==> config.mk <==
export PLATFORM = sky130hd
export DESIGN_NAME = cas_tape_player
export DESIGN_NICKNAME = d
export VERILOG_FILES = /design/src/rtl/cas_tape_player.sv
export SDC_FILE = /design/constraint.sdc
export NUM_CORES = 1
export LEC_CHECK = 0
export CAP_MARGIN = 5
export CORE_ASPECT_RATIO = 2
export CORE_MARGIN = 2
export CORE_UTILIZATION = 25
export CTS_CLUSTER_DIAMETER = 120
export DETAILED_ROUTE_END_ITERATION = 6
export PLACE_DENSITY_LB_ADDON = 0.1
export SLEW_MARGIN = 20
export SYNTH_ARGS = -nofsm -noshare
export SYNTH_HDL_FRONTEND = slang
export SYNTH_SLANG_ARGS = --single-unit
==> constraint.sdc <==
create_clock -name clk -period 12.3 [get_ports clk]
set_clock_uncertainty 0.2 [all_clocks]
set_input_delay 2.46 -clock clk [delete_from_list [all_inputs] [get_ports clk]]
set_output_delay 2.46 -clock clk [all_outputs]
set_load 0.1 [all_outputs]
==> src/rtl/cas_tape_player.sv <==
// Cassette playback: streams a CAS image from SDRAM and emits CoCo FSK audio,
// one square cycle per bit (short cycle = '1', long cycle = '0'), LSB first.
module cas_tape_player #(
  parameter int HALF_1 = 11932,
  parameter int HALF_0 = 23863,
  parameter int RD_LAT = 2
) (
  input  logic        clk,
  input  logic        reset,
  input  logic        play,
  input  logic        rewind,
  input  logic        motor,
  input  logic        tape_load,
  input  logic [24:0] tape_size,
  output logic [24:0] sdram_addr,
  output logic        sdram_rd,
  input  logic [7:0]  sdram_data,
  output logic        data,
  output logic        active,
  output logic        eot
);

  localparam int HC_W = $clog2(HALF_0);
  localparam logic [HC_W-1:0] H1_LAST = HC_W'(HALF_1 - 1);
  localparam logic [HC_W-1:0] H0_LAST = HC_W'(HALF_0 - 1);

  typedef enum logic [2:0] {IDLE, FETCH0, WAIT0, BIT, STALL, DONE} state_t;

  state_t            state;
  logic              running;
  logic [7:0]        shifter;
  logic [7:0]        pf_buf;
  logic              pf_valid;
  logic              pf_req;
  logic [2:0]        bitcnt;
  logic              half;
  logic [HC_W-1:0]   halfcnt;
  logic [24:0]       cur_addr;
  logic [RD_LAT-1:0] rd_pipe;

  logic              run;
  logic [HC_W-1:0]   half_last;
  logic [24:0]       addr_p1;
  logic [24:0]       addr_p2;

  assign run       = running & motor;
  assign half_last = shifter[0] ? H1_LAST : H0_LAST;
  assign addr_p1   = cur_addr + 25'd1;
  assign addr_p2   = cur_addr + 25'd2;

  // All SDRAM reads land in pf_buf; rd_pipe marks the cycle the data is valid.
  always_ff @(posedge clk) begin
    if (reset || rewind || tape_load) begin
      state      <= IDLE;
      running    <= 1'b0;
      shifter    <= 8'd0;
      pf_buf     <= 8'd0;
      pf_valid   <= 1'b0;
      pf_req     <= 1'b0;
      bitcnt     <= 3'd0;
      half       <= 1'b0;
      halfcnt    <= '0;
      cur_addr   <= 25'd0;
      rd_pipe    <= '0;
      sdram_addr <= 25'd0;
      sdram_rd   <= 1'b0;
      data       <= 1'b0;
      active     <= 1'b0;
      eot        <= 1'b0;
    end else begin
      sdram_rd   <= 1'b0;
      sdram_addr <= cur_addr;
      active     <= running & motor & (state != IDLE) & ~eot;
      rd_pipe[0] <= sdram_rd;
      for (int i = 1; i < RD_LAT; i++) rd_pipe[i] <= rd_pipe[i-1];

      if (pf_req) begin
        sdram_rd   <= 1'b1;
        sdram_addr <= addr_p1;
        pf_req     <= 1'b0;
      end

      if (play && (state inside {FETCH0, WAIT0, BIT, STALL})) running <= ~running;

      case (state)
        IDLE: begin
          if (play && tape_size != 25'd0) begin
            running <= 1'b1;
            state   <= FETCH0;
          end
        end
        FETCH0: begin
          if (run) begin
            sdram_rd   <= 1'b1;
            sdram_addr <= cur_addr;
            state      <= WAIT0;
          end
        end
        WAIT0: begin
          if (run && pf_valid) begin
            shifter  <= pf_buf;
            pf_valid <= 1'b0;
            bitcnt   <= 3'd0;
            half     <= 1'b0;
            halfcnt  <= '0;
            data     <= 1'b1;
            state    <= BIT;
            if (addr_p1 < tape_size) begin
              sdram_rd   <= 1'b1;
              sdram_addr <= addr_p1;
            end
          end
        end
        BIT: begin
          if (run) begin
            if (halfcnt == half_last) begin
              halfcnt <= '0;
              if (!half) begin
                half <= 1'b1;
                data <= 1'b0;
              end else begin
                half   <= 1'b0;
                bitcnt <= bitcnt + 3'd1;
                if (bitcnt != 3'd7) begin
                  shifter <= {1'b0, shifter[7:1]};
                  data    <= 1'b1;
                end else if (addr_p1 == tape_size) begin
                  state   <= DONE;
                  data    <= 1'b0;
                  eot     <= 1'b1;
                  running <= 1'b0;
                  active  <= 1'b0;
                end else if (pf_valid) begin
                  // Next byte starts on the very next cycle, no gap.
                  shifter    <= pf_buf;
                  pf_valid   <= 1'b0;
                  cur_addr   <= addr_p1;
                  sdram_addr <= addr_p1;
                  data       <= 1'b1;
                  pf_req     <= (addr_p2 < tape_size);
                end else begin
                  data  <= 1'b0;
                  state <= STALL;
                end
              end
            end else begin
              halfcnt <= halfcnt + HC_W'(1);
            end
          end
        end
        STALL: begin
          if (run && pf_valid) begin
            shifter    <= pf_buf;
            pf_valid   <= 1'b0;
            cur_addr   <= addr_p1;
            sdram_addr <= addr_p1;
            data       <= 1'b1;
            pf_req     <= (addr_p2 < tape_size);
            state      <= BIT;
          end
        end
        DONE: begin
        end
        default: state <= IDLE;
      endcase

      if (rd_pipe[RD_LAT-1]) begin
        pf_buf   <= sdram_data;
        pf_valid <= 1'b1;
      end
    end
  end

endmodule

==> metrics.csv, run 1 <==
stage,metric,value,unit
outcome,status,finished clean,
global_routing,pin count of the biggest net entering global routing,66,
setup_path,"critical path fanouts, max",17,
placed_design,Port Buffers,67,
route,First-pass DRT Iterations,4,
route,DRC,0,
clocking,TritonCTS buffer count,9,
synthesis,Mean Syn Cell Area,7.92,um2
sta,fin crit share,0.533,
synthesis,Mapped Cells,874,
floorplanning,I/O pin count,68,
sta,Fin Setup TNS,0,ns
sta,Final Hold Vio Count,0,
floorplanning,Starting Density,0.252,
synthesis,Synth Cell Area,0.00693,mm2
power,leakage power,2.93,nW
route,Iter 0 DRT Violations,303,
placed_design,post-DP HPWL,18300,um
route,final wirelength,23400,um
synthesis,largest family of logic cells by synthesized area,simple AND/OR/NAND/NOR gates,
cells_and_area,ant diodes,0,
cells_and_area,most frequent cells in the layout,"97 x dfxtp_1, 92 x nor2_1, 77 x nand2_1",
synthesis,Post-synth EDFFs,0,
synthesis,YS warnings,0,
floorplanning,die area,0.0291,mm2
setup_path,Arrival @ worst endpoint,6.62,ns
floorplanning,chip height,239,um
synthesis,Synth Area in Compound Gates,0.152,
clocking,H-tree depth,3,
global_routing,Congestion Overflow GR,0,
synthesis,mux contribution to synthesized area,0.0553,
clocking,clock-pin transition on the worst setup and hold timing paths,0.07,ns
placed_design,GPL Wtd Cong,0.781,
cells_and_area,fin nets,994,
sta,Least-Margin Pin Slew,1.04,ns
synthesis,"FFs w/ async S/R, synth",0,
route,post-route ant nets,0,
sta,fmax,0.153,GHz
setup_path,Worst Setup Path Type,reg -> reg,
global_routing,number of global-route vias before repair,6327,
power,Max IR drop VDD,63.8,uV
power,Tot Pwr,0.640,mW
sta,unrepaired setup endpoints after global routing,no,
setup_path,Worst setup EP type,flip-flop,
synthesis,syn nets,968,
sta,final hold slack,0.229,ns
power,pwr/cell area,78.5,mW/mm2
route,Wirelength per Cell,18.6,um
cells_and_area,multi-input logic area,0.00460,mm2
global_routing,GR Util All Layers,0.167,
clocking,post_cts resized,0,
sta,setup violators final,0,
global_routing,global-route wire length before repair,36300,um
cells_and_area,Area Overhead vs Synth,17.6,%
floorplanning,Horiz. Die Dim,122,um
synthesis,Synth Flop Type,dfxtp_1,
setup_path,worst path required time,12.37,ns
clocking,CTS sink count,97,
synthesis,"Distinct cells, synth",74,
floorplanning,# rows,86,
job,maxcap violations,0,
synthesis,xor/xnor share of the synthesized area,0.0923,
global_routing,initial antenna violation count,0,
cells_and_area,"commonest non-fill, non-tap cell in the layout",dfxtp_1,
synthesis,Synth Area in Adders,0.0994,
route,routed via count,6135,
synthesis,sequential cell area fraction in the yosys report,0.280,
sta,relative slew slack,0.298,
cells_and_area,Layout fillers,3019,
synthesis,Simple-Gate Fraction of Synth Area,0.261,
clocking,clock root cell,clkbuf_16,
clocking,CTS tree,done,
cells_and_area,layout cells sized above 1,0.0575,
clocking,Post CTS Setup Buffer Count,0,
sta,minimum clock period,6.56,ns
sta,Final Max Slew Viols,0,
setup_path,worst reg-to-reg setup slack,5.74,ns
cells_and_area,Register Area,0.00194,mm2
route,via/cell ratio,4.88,
cells_and_area,Finished Layout Cells,1257,
hold_path,HP Class,reg -> reg,
setup_path,CP Launch Type,flip-flop,
clocking,worst skew pair latency,0.37,ns
synthesis,Yosys reg bits,97,
floorplanning,Core Region,0.0274,mm2
clocking,cts hold-fix bufs,0,
placed_design,Inst Count DP,1241,
clocking,Max Root-Sink Buffers,2,
-- kinds of logic (layout without fill, tap and decap cells) --
logic type | count (synthesis) | in the layout
adders and majority gates | 55 | 55
muxes | 38 | 38
xor gates and xnor gates | 73 | 73
buffers and inverters | 100 | 131
and+or+nand+nor | 352 | 352
AOI/OAI and AO/OA | 159 | 159
DFF | 97 | 97
-- worst paths after layout --
kind         depth (start not counted)                   endpoint                     start
max                                 15  sdram_addr[17]$_SDFF_PP0_  cur_addr[0]$_SDFFE_PP0P_
min                                  1      rd_pipe[1]$_SDFF_PP0_     rd_pipe[0]$_SDFF_PP0_
max reg2reg                         15  sdram_addr[17]$_SDFF_PP0_  cur_addr[0]$_SDFFE_PP0P_
min reg2reg                          1      rd_pipe[1]$_SDFF_PP0_     rd_pipe[0]$_SDFF_PP0_
-- registers in the layout, summed over array words and instances, names as in the netlist --
| name | count |
|---|---|
| pf_req | 1 |
| data | 1 |
| shifter | 8 |
| pf_buf | 8 |
| eot | 1 |
| halfcnt | 15 |
| rd_pipe | 2 |
| state | 3 |
| bitcnt | 3 |
| pf_valid | 1 |
| sdram_rd | 1 |
| sdram_addr | 25 |
| cur_addr | 25 |
| half | 1 |
| running | 1 |
| active | 1 |
-- metal layers --
metal | vias to the layer above | global-route usage | share of wire
li1 | 3131 | - | -
met4 | 0 | 0.0651 | 0.028
met2 | 83 | 0.327 | 0.57
met1 | 2889 | 0.176 | 0.39
met3 | 32 | 0.0195 | 0.019
met5 | - | 0 | 0
-- stage by stage --
stage,cell area (um2),util,setup slack (ns)
after CTS,8140,0.297,5.75
after global placement,7860,0.286,5.90
after global routing,8140,0.297,5.21
final,8140,0.297,5.74
after floorplan,6930,-,7.55
after detailed placement,7860,0.286,5.72
-- worst max-delay path: stages, from the launching register on --
cell      delay [ns]
dfxtp_1         0.31
buf_4           0.27
ha_1            0.36
and3_1          0.26
nand4_1         0.59
or3_1           0.75
nor4_2          0.52
xor2_1          0.15
ha_1            0.33
nand4_2         0.16
nor4_2          0.50
nand2_1         0.23
a41oi_1         0.94
and2_1          0.49
nor4_1          0.10
a211oi_1        0.27
-- cell usage after synthesis, drive strengths merged, types with 3 or more instances --
cell / n / area share
and4: 6 / 0.0076
o31ai: 6 / 0.0087
xnor2: 34 / 0.043
o21ai: 33 / 0.024
or3: 15 / 0.014
and3: 8 / 0.0072
nor3: 19 / 0.015
xor2: 39 / 0.049
a21oi: 51 / 0.037
a31oi: 9 / 0.0090
nor2: 92 / 0.050
buf: 24 / 0.018
nor4: 15 / 0.018
mux2i: 36 / 0.052
and2: 9 / 0.0081
a211oi: 14 / 0.015
nand3: 37 / 0.027
inv: 40 / 0.022
clkbuf: 35 / 0.019
nand2: 78 / 0.043
o221ai: 8 / 0.010
o211ai: 5 / 0.0054
nor2b: 8 / 0.0072
dfxtp: 97 / 0.28
nand4: 23 / 0.022
nand2b: 27 / 0.024
o211a: 3 / 0.0043
ha: 55 / 0.099
a21o: 5 / 0.0054
-- where the power goes --
group,internal (mW),total (mW),switching (mW)
Combinational,0.0192,0.0415,0.0223
Sequential,0.314,0.315,0.00119
Clock,0.141,0.283,0.142
-- area by class of cell --
| type | count | area share |
|---|---|---|
| clock buffer | 9 | 0.0277 |
| tap | 352 | 0.0541 |
| multi-input combinational | 677 | 0.564 |
| clock inverter | 7 | 0.00768 |
| inverter | 41 | 0.0189 |
| timing repair buffer | 74 | 0.0888 |
| sequential | 97 | 0.238 |
Note: power is estimated with default switching activity, not from simulation.
==> run 2, diff against run 1 <==
Clock period 12.3 ns to 5.85 ns, I/O delays scaled along.
==> metrics.csv, run 2 (synthesis results as in run 1) <==
stage,metric,value,unit,change
cells_and_area,most frequent cells in the layout,"97 x dfxtp_1, 92 x nor2_1, 77 x nand2_1",,
placed_design,DP Worst Slack,0.733,ns,-4.99 ns
global_routing,global-route wire length before repair,36700,um,+1.0%
cells_and_area,fin nets,1002,,+0.80%
global_routing,pin count of the biggest net entering global routing,49,,-26%
clocking,Post CTS Setup Buffer Count,0,,unchanged
sta,Least-Margin Pin Slew,1.07,ns,+0.0258 ns
global_routing,met2 Use GR,0.335,,+0.00749
cells_and_area,layout cells sized above 1,0.0657,,+0.00826
setup_path,worst path required time,5.91,ns,-6.46 ns
cells_and_area,ant diodes,0,,unchanged
power,Switch Pwr,0.361,mW,+120%
sta,minimum clock period,5.10,ns,-1.45 ns
floorplanning,Horiz. Die Dim,122,um,unchanged
route,via/cell ratio,4.92,,+0.84%
clocking,TritonCTS buffer count,9,,unchanged
route,DRC,0,,unchanged
floorplanning,I/O pin count,68,,unchanged
power,combinational share of power,0.065,,about the same
power,leakage power,2.98,nW,+1.7%
setup_path,CP Launch Type,flip-flop,,
placed_design,post-DP HPWL,19200,um,+4.4%
setup_path,CP Capture Point,sdram_addr[18]$_SDFF_PP0_,,
hold_path,HP Class,reg -> reg,,
clocking,cts hold-fix bufs,0,,unchanged
clocking,Max Root-Sink Buffers,2,,unchanged
sta,fin crit share,0.872,,+0.339
setup_path,Worst R2R Path Depth,16,,+1
sta,fmax,0.196,GHz,+28%
setup_path,Worst setup EP type,flip-flop,,
clocking,CTS sink count,97,,unchanged
route,routed via count,6226,,+1.5%
setup_path,Arrival @ worst endpoint,5.16,ns,-1.46 ns
setup_path,highest-delay cell along the critical path,dfxtp_1,,
setup_path,R2R Path End,sdram_addr[18]$_SDFF_PP0_,,
cells_and_area,Layout fillers,3022,,+0.099%
outcome,status,finished clean,,
global_routing,Congestion Overflow GR,0,,unchanged
power,pwr/cell area,166,mW/mm2,+110%
clocking,clock root cell,clkbuf_16,,
route,post-route ant nets,0,,unchanged
setup_path,reg2reg start,cur_addr[2]$_SDFFE_PP0P_,,
placed_design,Port Buffers,67,,unchanged
clocking,post_cts resized,0,,unchanged
power,internal power,1.00,mW,+110%
sta,Final Max Slew Viols,0,,unchanged
setup_path,Worst Setup Path Type,reg -> reg,,
clocking,worst skew pair latency,0.37,ns,about the same
cells_and_area,top flop regs,"cur_addr x25, sdram_addr x25, halfcnt x15",,
sta,relative slew slack,0.287,,-0.0103
clocking,CTS tree,done,,
global_routing,number of global-route vias before repair,6100,,-3.6%
power,clock share of power,0.449,,+0.007
setup_path,worst reg-to-reg setup slack,0.75,ns,-5.00 ns
floorplanning,Core Region,0.0274,mm2,unchanged
global_routing,M1 GR Usage,0.177,,+0.000848
floorplanning,# rows,86,,unchanged
clocking,H-tree depth,3,,unchanged
setup_path,"slowest stage delay, CP",0.52,ns,-0.42 ns
global_routing,GRT busiest layer,met2,,
power,Reg power frac,0.486,,-0.007
cells_and_area,"commonest non-fill, non-tap cell in the layout",dfxtp_1,,
global_routing,GR Util All Layers,0.170,,+0.00323
global_routing,initial antenna violation count,0,,unchanged
route,final wirelength,24200,um,+3.6%
sta,Final Hold Vio Count,0,,unchanged
job,maxcap violations,0,,unchanged
placed_design,GPL Wtd Cong,0.778,,-0.46%
cells_and_area,Area Overhead vs Synth,18.6,%,
power,Max IR drop VDD,141,uV,+120%
global_routing,M3 GR Usage,0.0214,,+0.00190
floorplanning,Starting Density,0.252,,unchanged
route,First-pass DRT Iterations,7,,+3
sta,Worst Slack Setup Final,0.747,ns,-5.00 ns
route,Iter 0 DRT Violations,465,,+53%
sta,unrepaired setup endpoints after global routing,no,,
route,Wirelength per Cell,19.2,um,+3.0%
clocking,clock-pin transition on the worst setup and hold timing paths,0.08,ns,about the same
setup_path,Critical Path Source,cur_addr[2]$_SDFFE_PP0P_,,
floorplanning,chip height,239,um,unchanged
sta,Fin Setup TNS,0,ns,unchanged
setup_path,crit-path cells,ha_1 -> nand3_1 -> nor3_1 -> nand3_1 -> nor2_1 -> nand2_1 -> xnor2_1 -> ha_1 -> nand4_2 -> nor4_2 -> nand2_1 -> a31o_2 -> a31oi_2 -> buf_4 -> o221ai_1 -> mux2i_1,,
power,sw frac,0.265,,+0.00629
floorplanning,die area,0.0291,mm2,unchanged
sta,setup violators final,0,,unchanged
setup_path,"critical path fanouts, max",20,,+3
-- run 2: power by group through the flow --
stage	Combinational (mW)	Sequential (mW)	Clock, mW
final	0.0879	0.662	0.612
after detailed placement	0.0902	0.678	0
after CTS	0.0906	0.663	0.642
after floorplan	0.0424	0.677	0
after global routing	0.0980	0.663	0.664
after global placement	0.0902	0.678	0
-- run 2: how the worst min path moves through the flow --
stage | from | endpoint | slack [ns] | cells past startpoint
finish | rd_pipe[0]$_SDFF_PP0_ | rd_pipe[1]$_SDFF_PP0_ | 0.23 | 1
floorplan | rd_pipe[0]$_SDFF_PP0_ | rd_pipe[1]$_SDFF_PP0_ | 0.21 | 1
global placement | rd_pipe[0]$_SDFF_PP0_ | rd_pipe[1]$_SDFF_PP0_ | 0.21 | 1
global route | rd_pipe[0]$_SDFF_PP0_ | rd_pipe[1]$_SDFF_PP0_ | 0.26 | 1
detailed placement | rd_pipe[0]$_SDFF_PP0_ | rd_pipe[1]$_SDFF_PP0_ | 0.22 | 1
CTS | rd_pipe[0]$_SDFF_PP0_ | rd_pipe[1]$_SDFF_PP0_ | 0.24 | 1
-- run 2: final cells by class --
class	count	area (um2)	share of cell area
clock buffers	9	225	0.0274
flip-flops and latches	97	1940	0.236
well taps	352	440	0.0536
multi-input cells	677	4600	0.560
repair buffers	82	783	0.0954
inverters	41	154	0.0187
clock inverters	7	72.6	0.00883
-- run 2: worst max-delay path, delay by kind of cell, from the launching register on --
kind,cells,cell delay [ns]
XOR/XNOR,1,0.16
buffers and inverters,1,0.31
AND/OR/NAND/NOR,8,2.20
multiplexers,1,0.17
AO/OA/AOI/OAI,3,0.81
flip-flops,1,0.52
adder cells (fa/ha/maj),2,0.61
-- run 2: layer usage --
| metal | vias to the layer above | wire [um] |
|---|---|---|
| met1 | 2950 | 9240 |
| met5 | - | 0 |
| met4 | 0 | 765 |
| li1 | 3150 | - |
| met2 | 100 | 13700 |
| met3 | 26 | 537 |
-- run 2: metrics by stage --
| stage | utilization | std cells | hold slack (ns) | power, mW | instance area, um2 |
|---|---|---|---|---|---|
| after global placement | 0.289 | 1249 | 0.213 | 0.768 | 7920 |
| after detailed placement | 0.289 | 1249 | 0.218 | 0.768 | 7920 |
| final | 0.299 | 1265 | 0.234 | 1.36 | 8210 |
| after floorplan | - | 874 | 0.206 | 0.719 | 6930 |
| after global routing | 0.299 | 1265 | 0.261 | 1.43 | 8210 |
| after CTS | 0.299 | 1265 | 0.238 | 1.39 | 8210 |
